File: config.mk
export PLATFORM = sky130hd
export DESIGN_NAME = drum_pad_conditioner
export DESIGN_NICKNAME = d
export VERILOG_FILES = /design/src/rtl/drum_pad_conditioner.sv
export SDC_FILE = /design/constraint.sdc
export NUM_CORES = 1
export LEC_CHECK = 0
export CAP_MARGIN = 20
export CORE_ASPECT_RATIO = 0.8
export CORE_MARGIN = 1.5
export CORE_UTILIZATION = 25
export DETAILED_ROUTE_END_ITERATION = 10
export MAX_ROUTING_LAYER = met4
export PLACE_DENSITY_LB_ADDON = 0.1
export SLEW_MARGIN = 40
export SYNTH_ARGS = -nofsm -noshare
export SYNTH_HDL_FRONTEND = slang
export SYNTH_SLANG_ARGS = --single-unit
export TNS_END_PERCENT = 5
File: constraint.sdc
create_clock -name sysclk -period 2.9 [get_ports sysclk]
set_clock_uncertainty 0.05 [all_clocks]
set_input_delay 0.58 -clock sysclk [delete_from_list [all_inputs] [get_ports sysclk]]
set_output_delay 0.58 -clock sysclk [all_outputs]
set_load 0.01 [all_outputs]
File: src/rtl/drum_pad_conditioner.sv
// Four-channel drum pad front end: sync, debounce, fixed-length hold and lockout
// per pad, plus hit strobes, last-hit index and a saturating hit counter.
module drum_pad_conditioner #(
  parameter int DEB_CYCLES     = 250000,
  parameter int HOLD_CYCLES    = 2500000,
  parameter int LOCKOUT_CYCLES = 1250000,
  parameter int CW             = 24
) (
  input  logic       sysclk,
  input  logic       rst_n,
  input  logic [3:0] pad_raw,
  input  logic       enable,
  output logic [3:0] drum,
  output logic [3:0] hit_pulse,
  output logic [1:0] last_hit,
  output logic [7:0] hit_count
);

  typedef enum logic [1:0] {IDLE, DEB, HIT, LOCK} state_t;

  localparam logic [CW-1:0] DEB_LAST  = CW'(DEB_CYCLES - 1);
  localparam logic [CW-1:0] HOLD_LAST = CW'(HOLD_CYCLES - 1);
  localparam logic [CW-1:0] LOCK_LAST = CW'(LOCKOUT_CYCLES - 1);

  logic [3:0] s1;
  logic [3:0] s2;
  logic [3:0] in_hit;
  logic [3:0] first_hit;

  always_ff @(posedge sysclk or negedge rst_n) begin
    if (!rst_n) begin
      s1 <= '0;
      s2 <= '0;
    end else begin
      s1 <= pad_raw;
      s2 <= s1;
    end
  end

  for (genvar g = 0; g < 4; g++) begin : g_chan
    state_t        state;
    state_t        state_next;
    logic [CW-1:0] timer;
    logic [CW-1:0] timer_next;

    always_ff @(posedge sysclk or negedge rst_n) begin
      if (!rst_n) begin
        state <= IDLE;
        timer <= '0;
      end else begin
        state <= state_next;
        timer <= timer_next;
      end
    end

    // LOCK only leaves once the timer has saturated and the pad is released,
    // so a pad held down never re-fires.
    always_comb begin
      state_next = state;
      timer_next = timer;
      if (!enable) begin
        state_next = IDLE;
        timer_next = '0;
      end else begin
        case (state)
          IDLE: begin
            if (s2[g]) begin
              state_next = DEB;
              timer_next = '0;
            end
          end
          DEB: begin
            if (!s2[g]) begin
              state_next = IDLE;
              timer_next = '0;
            end else if (timer == DEB_LAST) begin
              state_next = HIT;
              timer_next = '0;
            end else begin
              timer_next = timer + 1'b1;
            end
          end
          HIT: begin
            if (timer == HOLD_LAST) begin
              state_next = LOCK;
              timer_next = '0;
            end else begin
              timer_next = timer + 1'b1;
            end
          end
          LOCK: begin
            if (timer == LOCK_LAST) begin
              if (!s2[g]) begin
                state_next = IDLE;
                timer_next = '0;
              end
            end else begin
              timer_next = timer + 1'b1;
            end
          end
          default: begin
            state_next = IDLE;
            timer_next = '0;
          end
        endcase
      end
    end

    assign in_hit[g]    = (state == HIT);
    assign first_hit[g] = (state == HIT) && (timer == '0);
  end

  logic [8:0] count_sum;
  assign count_sum = {1'b0, hit_count} + 9'(hit_pulse[0]) + 9'(hit_pulse[1])
                   + 9'(hit_pulse[2]) + 9'(hit_pulse[3]);

  // Outputs are registered one cycle behind the channel FSMs; enable gates them
  // so a disabled edge clears drum and strobes at once.
  always_ff @(posedge sysclk or negedge rst_n) begin
    if (!rst_n) begin
      drum      <= '0;
      hit_pulse <= '0;
      last_hit  <= '0;
      hit_count <= '0;
    end else begin
      drum      <= enable ? in_hit : 4'b0000;
      hit_pulse <= enable ? first_hit : 4'b0000;
      if (hit_pulse[0])      last_hit <= 2'd0;
      else if (hit_pulse[1]) last_hit <= 2'd1;
      else if (hit_pulse[2]) last_hit <= 2'd2;
      else if (hit_pulse[3]) last_hit <= 2'd3;
      hit_count <= (count_sum > 9'd255) ? 8'd255 : count_sum[7:0];
    end
  end

endmodule

### Word level (Yosys, flattened, before mapping)

Index checks and enable logic that the tools add are counted.

| storage, ports and cells | value |
|---|---|
| logic and storage cells | 163 |
| bits in registers | 130 |
| output and inout port bits | 18 |

| cells by class | value |
|---|---|
| add/sub/neg operators | 8 |
| reductions and logical operators | 21 |
| mux-type cells | 71 |
| order comparisons | 1 |
| eq/ne operators | 48 |

Operators with widths:

| kind | number |
|---|---|
| $mux 24 | 28 |
| $pmux 24 s4 | 4 |
| $add 24x1->24 const B | 4 |
| $eq 24x18->1 const B | 4 |
| $eq 24x21->1 const B | 4 |
| $eq 24x22->1 const B | 4 |
| $logic_not 24->1 | 4 |
| $mux 2 | 32 |
| $ne 3x3->1 const B | 12 |
| $ne 4x4->1 const B | 8 |
| $pmux 2 s4 | 4 |
| $add 9x1->9 | 3 |
| $reduce_and 5->1 | 4 |
| $eq 2x2->1 const B | 8 |
| $ne 3x2->1 const B | 4 |
| $add 8x1->9 | 1 |
| $gt 9x8->1 const B | 1 |
| $eq 2x1->1 const B | 4 |
| $logic_not 2->1 | 4 |
| $mux 4 | 2 |
| $mux 8 | 1 |
| $reduce_and 2->1 | 4 |
| $logic_and 1x1->1 | 4 |
| $reduce_bool 4->1 | 1 |

### Logic depth before layout (Yosys ltp)

Gate-level depths: netlist (run 1).

| depth | value |
|---|---|
| word-level depth | 6 |
| gate-level depth with buffers | 10 |
| depth with buffers taken out | 8 |

### Least setup slack after synthesis (run 1)

OpenSTA, ideal clock, no wires.

| path | value |
|---|---|
| path type | register to register |
| start | register g_chan[2].timer[0] |
| end | register g_chan[2].timer[1] |
| data arrival time | 2140 ps |
| setup time | 121 ps |
| buffers on the path | 1 |
| clock period less this slack | 2311 ps |
| required time | 2729 ps |
| setup slack | 589 ps |
| cell stages (with the launch flop) | 8 |
| cell sequence | dfrtp_1 > ha_1 > nand3_2 > or4_4 > or3_1 > a22o_1 > buf_6 > a32o_2 |

| on the way | value |
|---|---|
| longest elaborated chain between the ends | 5 |
| elaborated cells on any way between the ends | 12 |
| classes of those cells | 1 x add/sub; 4 x eq/ne; 6 x mux; 1 x reduce/logical |

Ends and longest elaborated chain:

| item | RTL line | text |
|---|---|---|
| start, declared | 43 | `logic [CW-1:0] timer;` |
| start signal, assigned | 52 | `timer <= timer_next;` |
| $add 24x1->24 / $eq 24x18->1 (equally long branches) | n/a |  |
| $mux 24 | 76 | `end else if (timer == DEB_LAST) begin` |
| $mux 24 | 73 | `if (!s2[g]) begin` |
| $pmux 24 s4 | 65 | `case (state)` |
| $mux 24 | 61 | `if (!enable) begin` |

Several ways; a longest one is shown, not always the timed one.
A chain may end at the register's enable or synchronous reset.

### Worst setup path in the final report (run 1)

| path | value |
|---|---|
| start | register g_chan[0].timer[0] |
| end | register g_chan[0].timer[18] |

| on the way | value |
|---|---|
| longest elaborated chain between the ends | 5 |
| elaborated cells on any way between the ends | 12 |
| classes of those cells | 1 x add/sub; 4 x eq/ne; 6 x mux; 1 x reduce/logical |

Ends and longest elaborated chain:

| item | RTL line |
|---|---|
| start, declared | 43 |
| start signal, assigned | 52 |
| $add 24x1->24 / $eq 24x18->1 (equally long branches) | n/a |
| $mux 24 | 76 |
| $mux 24 | 73 |
| $pmux 24 s4 | 65 |
| $mux 24 | 61 |

Several ways; a longest one is shown, not always the timed one.

==> impl_metrics.py, run 1 <==
metrics = {
    "status": {
        "outcome": "completed",
    },
    "yosys": {
        "yosys_warnings": 0,
        "synth_edf_count": 0,
        "synth_cell_types": 78,
        "syn_area_um2": 7530,
        "synth_ff_type": "dfrtp_1",
        "yosysSeqAreaShare": 0.432,
        "syn_inst": 838,
        "synth_seq_cells": 130,
        "syn_area_per_cell_um2": 8.98,
        "synth_nets": 858,
        "async_reset_ff_frac": 1.00,
    },
    "floorplan": {
        "io_pins": 25,
        "rows": 56,
        "core_area_um2": 29400,
        "die_y_um": 158,
        "dieArea_um2": 31200,
        "initial_core_util": 0.256,
        "die_w_um": 197,
    },
    "clocking": {
        "clockBufferDepth": 2,
        "clkLatencyLatePin_ns": 0.43,
        "cts_made_buffers": 17,
        "h-tree-depth": 4,
        "holdBufCountCts": 0,
        "clock-sinks": 130,
        "clk_pin_slew_ns": 0.06,
        "cts-root-buf": "clkbuf_16",
        "cts_tree": "built",
    },
    "detailed_routing": {
        "drt-initial-drc-count": 509,
        "drt-pass1-iter-count": 5,
        "routed_wl_mm": 21.0,
        "antenna_left": 0,
        "routed_via_density": 5.17,
        "wl_per_cell_um": 16.8,
        "vias": 6476,
        "drc_errors": 0,
    },
    "pwr": {
        "power_density_nw_per_um2": 504,
        "vdd_drop_max_uv": 317,
        "power.total_uw": 4460,
        "p_leak_uw": 0.00344,
    },
    "global_route": {
        "track_usage": 0.148,
        "antenna_found_initial": 0,
        "grt_overflow": 0,
        "grt_pass1_wl_mm": 35.1,
        "grt_pass1_vias": 6150,
        "grt_max_degree": 53,
    },
    "worst_setup_path": {
        "worstSetupStartpointType": "flop",
        "worstPathBufferInverterCount": 1,
        "critPathMaxStageDelay_ns": 0.42,
        "crit_fanout": 24,
        "critPathKind": "flop to flop",
        "crit_arrival_ns": 2.93,
        "crit_family": "compound AO/OA/AOI/OAI gates",
        "end_kind": "flop",
        "required_ns": 3.17,
        "crit_chain": "ha_1 > nor4bb_1 > nand4_1 > o311ai_2 > mux2i_2 > buf_4 > a31o_1 > a22o_1",
        "crit_slowest_cell": "dfrtp_1",
    },
    "placement": {
        "gp_congestion": 0.836,
        "dp.cells": 1219,
        "io_buffers": 24,
        "place_hpwl_mm": 14.2,
        "dp_slack_ns": 0.222,
    },
    "timing": {
        "rsz0062_at_grt": "false",
        "fin_crit_sh": 0.916,
        "relSlewSlack": 0.623,
        "fin_crit_ns": 2.66,
        "fin_setup_tns_ns": 0,
        "maxClockFrequency_ghz": 0.376,
        "setup_viol": 0,
        "hold_violations": 0,
        "slew_viol_final": 0,
        "fin_ws_ns": 0.243,
        "worstMarginPinSlew_ns": 0.562,
    },
    "hold_path": {
        "holdCritPathClass": "input port to async pin",
    },
    "cells_and_area": {
        "n_antenna_cell": 0,
        "fillers": 3095,
        "multiInputGateArea_um2": 3940,
        "register_area_um2": 3250,
        "fin_cells": 1253,
        "drive_above_1_share": 0.107,
        "nNetsFinal": 883,
        "syn_to_final_growth_pct": 17.8,
    },
    "job": {
        "maxCapViolCount": 0,
    },
}
cell type report:
type                            instances  share of cell area
Sequential cell                       130               0.367
Tap cell                              377              0.0532
Multi-Input combinational cell        628               0.445
Timing Repair Buffer                   52              0.0532
Clock inverter                          7             0.00805
Inverter                               34              0.0144
Clock buffer                           25              0.0593
placed cells by master, fill, tap and decap left out, types with 7 or more instances in the layout:
cell type	n
nand2_1	70
nor2_1	77
o31ai_1	12
xnor2_1	20
or3_1	18
clkbuf_16	17
or4_1	15
nor4_1	15
o22ai_1	7
a31oi_1	21
dfrtp_1	130
nor3_1	35
clkbuf_8	7
a22o_1	10
and3_1	18
buf_4	26
clkdlybuf4s50_1	22
xor2_1	21
nand4_1	50
ha_1	10
nand3_1	54
a21oi_1	28
inv_1	34
o21ai_1	13
and2_1	14
and4_1	17
o21ai_0	14
per-layer routing:
metal / vias to the layer above / part of all wire / track usage
met2: 129 / 0.41 / 0.196
met5: - / 0 / -
met4: 0 / 0.013 / 0.0443
li1: 3149 / - / -
met1: 3176 / 0.54 / 0.220
met3: 22 / 0.040 / 0.0341
synth_stat cells (4+ instances only):
cell type | n | area share
a21oi_1 | 28 | 0.019
a22o_1 | 10 | 0.012
a31o_1 | 4 | 0.0047
a31o_2 | 6 | 0.0070
a31oi_1 | 21 | 0.017
and2_1 | 14 | 0.012
and3_1 | 18 | 0.015
and4_1 | 17 | 0.020
buf_2 | 14 | 0.0093
buf_4 | 4 | 0.0040
clkbuf_1 | 20 | 0.010
dfrtp_1 | 130 | 0.43
ha_1 | 10 | 0.017
inv_1 | 34 | 0.017
mux2i_1 | 4 | 0.0053
nand2_1 | 70 | 0.035
nand3_1 | 54 | 0.036
nand4_1 | 50 | 0.042
nor2_1 | 77 | 0.038
nor2b_1 | 4 | 0.0033
nor3_1 | 35 | 0.023
nor3_2 | 4 | 0.0053
nor4_1 | 15 | 0.012
nor4b_1 | 4 | 0.0047
o21ai_0 | 14 | 0.0093
o21ai_1 | 13 | 0.0086
o22ai_1 | 7 | 0.0058
o31ai_1 | 12 | 0.012
or3_1 | 18 | 0.015
or4_1 | 15 | 0.015
xnor2_1 | 20 | 0.023
xor2_1 | 21 | 0.024
cell families (layout without fill, tap and decap cells):
| logic type | Yosys count | count (layout) | share of synthesized area |
|---|---|---|---|
| multiplexers | 6 | 6 | 0.00831 |
| AO/OA/AOI/OAI | 146 | 146 | 0.131 |
| adder cells (fa/ha/maj) | 13 | 13 | 0.0246 |
| AND/OR/NAND/NOR | 422 | 422 | 0.309 |
| flip-flops | 130 | 130 | 0.432 |
| buffers and inverters | 80 | 118 | 0.0467 |
| XOR/XNOR | 41 | 41 | 0.0477 |
flip-flops by register name (all words and copies together) (netlist names):
signal / flops
drum: 4
hit_pulse: 4
g_chan.state: 8
s1: 4
hit_count: 8
s2: 4
g_chan.timer: 96
last_hit: 2
worst paths after layout:
path                                           startpoint                              end  slack (ns)  depth (start not counted)
hold / removal                                      rst_n  g_chan[2].timer[22]$_DFFE_PN0P_        0.02                          1
setup reg to reg           g_chan[0].timer[0]$_DFFE_PN0P_  g_chan[0].timer[18]$_DFFE_PN0P_        0.24                          8
min in group sysclk                       s1[2]$_DFF_PN0_                  s2[2]$_DFF_PN0_        0.30                          0
max in group asynchronous                           rst_n   g_chan[1].timer[1]$_DFFE_PN0P_        2.09                          2
hold reg to reg                           s1[2]$_DFF_PN0_                  s2[2]$_DFF_PN0_        0.30                          0
setup / recovery           g_chan[0].timer[0]$_DFFE_PN0P_  g_chan[0].timer[18]$_DFFE_PN0P_        0.24                          8
timing repair:
action                                  4_1_cts  5_1_grt
gates resized for setup                       0        1
setup buffers                                 0        2
endpoints found under the setup margin        0        3
report_power, final:
| part | internal (µW) | total, µW | leakage (µW) | switching [µW] |
|---|---|---|---|---|
| Clock | 1340 | 2210 | 0.000288 | 867 |
| Sequential | 1860 | 1910 | 0.00178 | 54.4 |
| Combinational | 144 | 344 | 0.00138 | 200 |
| Total | 3340 | 4460 | 0.00344 | 1120 |
per-stage QoR:
step,util,area (µm²),hold WS [ns]
floorplan,-,7530,0.234
global placement,0.280,8240,0.286
detailed placement,0.280,8240,0.285
CTS,0.300,8840,0.0328
global route,0.301,8860,0.0443
finish,0.301,8860,0.0245
Note: power is estimated with default switching activity, not from simulation.
==> inputs of run 2 (changes only) <==
Clock period 2.9 ns to 3.4 ns, I/O delays scaled along.
==> impl_metrics.py, run 2 (synthesis gave the netlist of run 1 again) <==
metrics = {
    "status": {
        "outcome": "completed",
    },
    "worst_setup_path": {
        "setup.worst_path.start": "g_chan[0].timer[0]$_DFFE_PN0P_",
        "reg2reg_from": "g_chan[0].timer[0]$_DFFE_PN0P_",
        "required_ns": 3.64,
        "crit_slowest_cell": "dfrtp_1",
        "worstPathBufferInverterCount": 2,
        "end_kind": "flop",
        "r2r_slack_ns": 0.62,
        "rr_endpoint": "g_chan[0].timer[10]$_DFFE_PN0P_",
        "crit_path_frequent_cell": "buf_4",
        "ff2ff_path_depth": 9,
        "worstSetupStartpointType": "flop",
        "critPathKind": "flop to flop",
        "crit_fanout": 16,
        "critPathMaxStageDelay_ns": 0.43,
        "crit_chain": "ha_1 > nor4bb_1 > nand4_1 > o311ai_1 > mux2i_2 > buf_4 > buf_4 > a31oi_1 > a21oi_1",
        "crit_family": "compound AO/OA/AOI/OAI gates",
        "crit_arrival_ns": 3.02,
    },
    "global_route": {
        "grt_pass1_vias": 6121,
        "grt_overflow": 0,
        "grt_pass1_wl_mm": 34.4,
        "track_usage": 0.145,
        "antenna_found_initial": 0,
        "grt_max_degree": 69,
    },
    "clocking": {
        "cts-root-buf": "clkbuf_16",
        "holdBufCountCts": 0,
        "post_cts.repair.setup_buffers": 0,
        "clkLatencyLatePin_ns": 0.43,
        "h-tree-depth": 4,
        "clockBufferDepth": 2,
        "clock-sinks": 130,
        "cts_made_buffers": 17,
        "cts_resized": 0,
        "clk_pin_slew_ns": 0.06,
        "cts_tree": "built",
    },
    "cells_and_area": {
        "post-route-util": 0.297,
        "multiInputGateArea_um2": 3940,
        "register_area_um2": 3250,
        "nNetsFinal": 874,
        "fin_area_um2": 8750,
        "largest_register_ffs": 96,
        "n_antenna_cell": 0,
        "syn_to_final_growth_pct": 16.2,
        "drive_above_1_share": 0.0969,
        "regMostFlops": "g_chan.timer",
        "final_cell_mix": "130 x dfrtp_1, 77 x nor2_1, 70 x nand2_1",
        "final_common_cell": "dfrtp_1",
        "reg_top3": "g_chan.timer (96), g_chan.state (8), hit_count (8)",
        "fillers": 3091,
    },
    "placement": {
        "gp_congestion": 0.804,
        "io_buffers": 24,
        "place_hpwl_mm": 13.9,
        "postPlaceCellArea_um2": 8180,
    },
    "detailed_routing": {
        "drc_errors": 0,
        "drt-pass1-iter-count": 6,
        "wl_per_cell_um": 16.3,
        "antenna_left": 0,
        "vias": 6294,
        "routed_wl_mm": 20.2,
        "drt-initial-drc-count": 357,
        "routed_via_density": 5.06,
    },
    "pwr": {
        "p_leak_uw": 0.00339,
        "vdd_drop_max_uv": 315,
        "power_density_nw_per_um2": 427,
    },
    "floorplan": {
        "die_w_um": 197,
        "core_area_um2": 29400,
        "rows": 56,
        "io_pins": 25,
        "dieArea_um2": 31200,
        "die_y_um": 158,
        "initial_core_util": 0.256,
    },
    "timing": {
        "maxClockFrequency_ghz": 0.360,
        "fin_crit_ns": 2.78,
        "setup_viol": 0,
        "rsz0062_at_grt": "false",
        "relSlewSlack": 0.456,
        "fin_hold_ws_ns": 0.196,
        "worstMarginPinSlew_ns": 0.815,
        "slew_viol_final": 0,
        "fin_crit_sh": 0.816,
        "hold_violations": 0,
        "fin_setup_tns_ns": 0,
    },
    "hold_path": {
        "holdCritPathClass": "input port to async pin",
    },
    "job": {
        "maxCapViolCount": 0,
    },
}
## run 2: cell types whose count changed in the layout (fill, tap and decap cells not counted), sizes merged
cell and change:
bufinv +1, buf -9, clkbuf -7, clkinv +6, inv +1, clkinvlp -1
## run 2: worst register-to-register path, cell delays in order, from the launching register on
cell and delay, ns:
dfrtp_1 0.43, ha_1 0.28, nor4bb_1 0.29, nand4_1 0.24, o311ai_1 0.38, mux2i_2 0.26
buf_4 0.29, buf_4 0.17, a31oi_1 0.17, a21oi_1 0.08
## run 2: layer usage
| layer | GRT usage | share of wire | up-vias |
|---|---|---|---|
| met5 | - | 0 | - |
| met4 | 0.0385 | 0.012 | 0 |
| met3 | 0.0296 | 0.028 | 14 |
| met2 | 0.201 | 0.41 | 81 |
| met1 | 0.210 | 0.55 | 3059 |
| li1 | - | - | 3140 |
## run 2: worst max-delay path by stage
| stage | cells after the start | slack [ns] | end |
|---|---|---|---|
| after floorplan | 7 | 1.09 | g_chan[2].timer[1]$_DFFE_PN0P_ |
| after detailed placement | 7 | 0.66 | g_chan[0].timer[13]$_DFFE_PN0P_ |
| after global placement | 9 | 0.69 | g_chan[0].timer[10]$_DFFE_PN0P_ |
| after CTS | 9 | 0.63 | g_chan[0].timer[10]$_DFFE_PN0P_ |
| after global routing | 7 | 0.25 | g_chan[0].timer[20]$_DFFE_PN0P_ |
| final | 9 | 0.62 | g_chan[0].timer[10]$_DFFE_PN0P_ |
## run 2: layout make-up
cell class / instances / share of cell area
multi-input combinational: 628 / 0.450
sequential: 130 / 0.372
tap: 377 / 0.0539
clock buffer: 18 / 0.0491
timing repair buffer: 43 / 0.0448
clock inverter: 14 / 0.0160
inverter: 34 / 0.0146
## run 2: metrics by stage
step / power [µW] / setup slack, ns / instances
after floorplan: 1800 / 1.09 / 838
after global routing: 3940 / 0.252 / 1244
final: 3740 / 0.624 / 1244
after detailed placement: 1960 / 0.656 / 1212
after CTS: 3820 / 0.632 / 1244
after global placement: 1960 / 0.691 / 1212
## run 2: power by group
group	switching (µW)	internal, µW
Combinational	165	119
Clock	742	1080
Sequential	49.2	1590
Total	956	2780
==> inputs of run 3 (changes only) <==
Clock period 3.4 ns to 2.7 ns, I/O delays scaled along.
==> impl_metrics.py, run 3 (synthesis gave the netlist of run 1 again) <==
metrics = {
    "detailed_routing": {
        "antenna_left": 0,
        "drt-pass1-iter-count": 5,
        "routed_via_density": 5.12,
        "routed_wl_mm": 21.2,
        "drc_errors": 0,
        "vias": 6481,
        "drt-initial-drc-count": 389,
        "wl_per_cell_um": 16.7,
    },
    "floorplan": {
        "dieArea_um2": 31200,
        "core_area_um2": 29400,
        "rows": 56,
        "die_w_um": 197,
        "io_pins": 25,
        "die_y_um": 158,
        "initial_core_util": 0.256,
    },
    "worst_setup_path": {
        "ff2ff_path_depth": 7,
        "worstSetupStartpointType": "flop",
        "crit_fanout": 9,
        "critPathKind": "flop to flop",
        "required_ns": 2.94,
        "crit_arrival_ns": 2.77,
        "end_kind": "flop",
    },
    "clocking": {
        "holdBufCountCts": 0,
        "cts_resized": 0,
        "clkLatencyLatePin_ns": 0.42,
        "cts-root-buf": "clkbuf_16",
        "clock-sinks": 130,
        "clockBufferDepth": 2,
        "cts_made_buffers": 17,
        "h-tree-depth": 4,
        "cts_tree": "built",
        "clk_pin_slew_ns": 0.06,
        "post_cts.repair.setup_buffers": 0,
    },
    "timing": {
        "fin_hold_ws_ns": 0.0125,
        "fin_setup_tns_ns": 0,
        "slew_viol_final": 0,
        "fin_ws_ns": 0.172,
        "fin_crit_ns": 2.53,
        "fin_crit_sh": 0.936,
        "relSlewSlack": 0.624,
        "setup_viol": 0,
        "rsz0062_at_grt": "false",
        "maxClockFrequency_ghz": 0.396,
        "hold_violations": 0,
        "worstMarginPinSlew_ns": 0.556,
    },
    "global_route": {
        "grt_max_degree": 51,
        "grt_pass1_wl_mm": 34.9,
        "antenna_found_initial": 0,
        "grt_overflow": 0,
        "track_usage": 0.147,
        "grt_pass1_vias": 6131,
    },
    "cells_and_area": {
        "regMostFlops": "g_chan.timer",
        "post-route-util": 0.307,
        "reg_top3": "g_chan.timer (96), g_chan.state (8), hit_count (8)",
        "final_common_cell": "dfrtp_1",
        "drive_above_1_share": 0.120,
        "n_antenna_cell": 0,
        "fillers": 3089,
        "syn_to_final_growth_pct": 20.2,
        "largest_register_ffs": 96,
        "final_cell_mix": "130 x dfrtp_1, 77 x nor2_1, 70 x nand2_1",
        "nNetsFinal": 898,
    },
    "pwr": {
        "vdd_drop_max_uv": 415,
        "power.total_uw": 5000,
        "power_density_nw_per_um2": 552,
        "p_leak_uw": 0.00355,
    },
    "placement": {
        "gp_congestion": 0.845,
        "dp_slack_ns": 0.135,
        "place_hpwl_mm": 14.8,
        "io_buffers": 24,
    },
    "hold_path": {
        "holdCritPathClass": "input port to async pin",
    },
    "job": {
        "maxCapViolCount": 0,
    },
    "status": {
        "outcome": "completed",
    },
}
-- run 3: changes by cell type in the layout (fill, tap and decap cells not counted), sizes merged --
cell,delta
inv,-1
bufinv,+3
buf,+24
clkinv,-5
clkbuf,+2
-- run 3: per-stage QoR --
stage	cell area, µm²	std cells
3_5_place_dp	8400	1236
5_1_grt	9040	1267
3_3_place_gp	8400	1236
2_1_floorplan	7530	838
4_1_cts	9030	1267
6_report	9040	1267
-- run 3: worst max-delay path, stage by stage, from the launching register on --
cell and delay, ns:
dfrtp_1 0.41, ha_1 0.25, nand3_2 0.14, or4_4 0.51
or3_1 0.38, a22o_1 0.34, nand2_1 0.19, o311ai_1 0.11
-- run 3: worst paths after layout --
kind                                           startpoint                               to  slack, ns
setup / recovery           g_chan[2].timer[0]$_DFFE_PN0P_   g_chan[2].timer[8]$_DFFE_PN0P_       0.17
hold / removal                                      rst_n  g_chan[2].timer[21]$_DFFE_PN0P_       0.01
setup reg to reg           g_chan[2].timer[0]$_DFFE_PN0P_   g_chan[2].timer[8]$_DFFE_PN0P_       0.17
hold reg to reg                           s1[2]$_DFF_PN0_                  s2[2]$_DFF_PN0_       0.30
max in group asynchronous                           rst_n  g_chan[0].timer[18]$_DFFE_PN0P_       1.90
min in group sysclk                       s1[2]$_DFF_PN0_                  s2[2]$_DFF_PN0_       0.30
-- run 3: power by group --
part	internal, µW	switching, µW
Clock	1650	902
Combinational	168	218
Sequential	2000	59.4
Total	3820	1180
-- run 3: layout make-up --
| type | count | area [µm²] | area share |
|---|---|---|---|
| repair buffers | 67 | 613 | 0.0678 |
| well taps | 377 | 472 | 0.0522 |
| inverters | 34 | 128 | 0.0141 |
| clock buffers | 20 | 447 | 0.0494 |
| multi-input cells | 628 | 3950 | 0.436 |
| flip-flops and latches | 130 | 3250 | 0.360 |
| clock inverters | 11 | 185 | 0.0205 |
-- run 3: layer usage --
layer	global-route usage	routed length, µm
met5	-	0
met4	0.0491	308
met3	0.0262	677
met2	0.197	8540
met1	0.218	11700
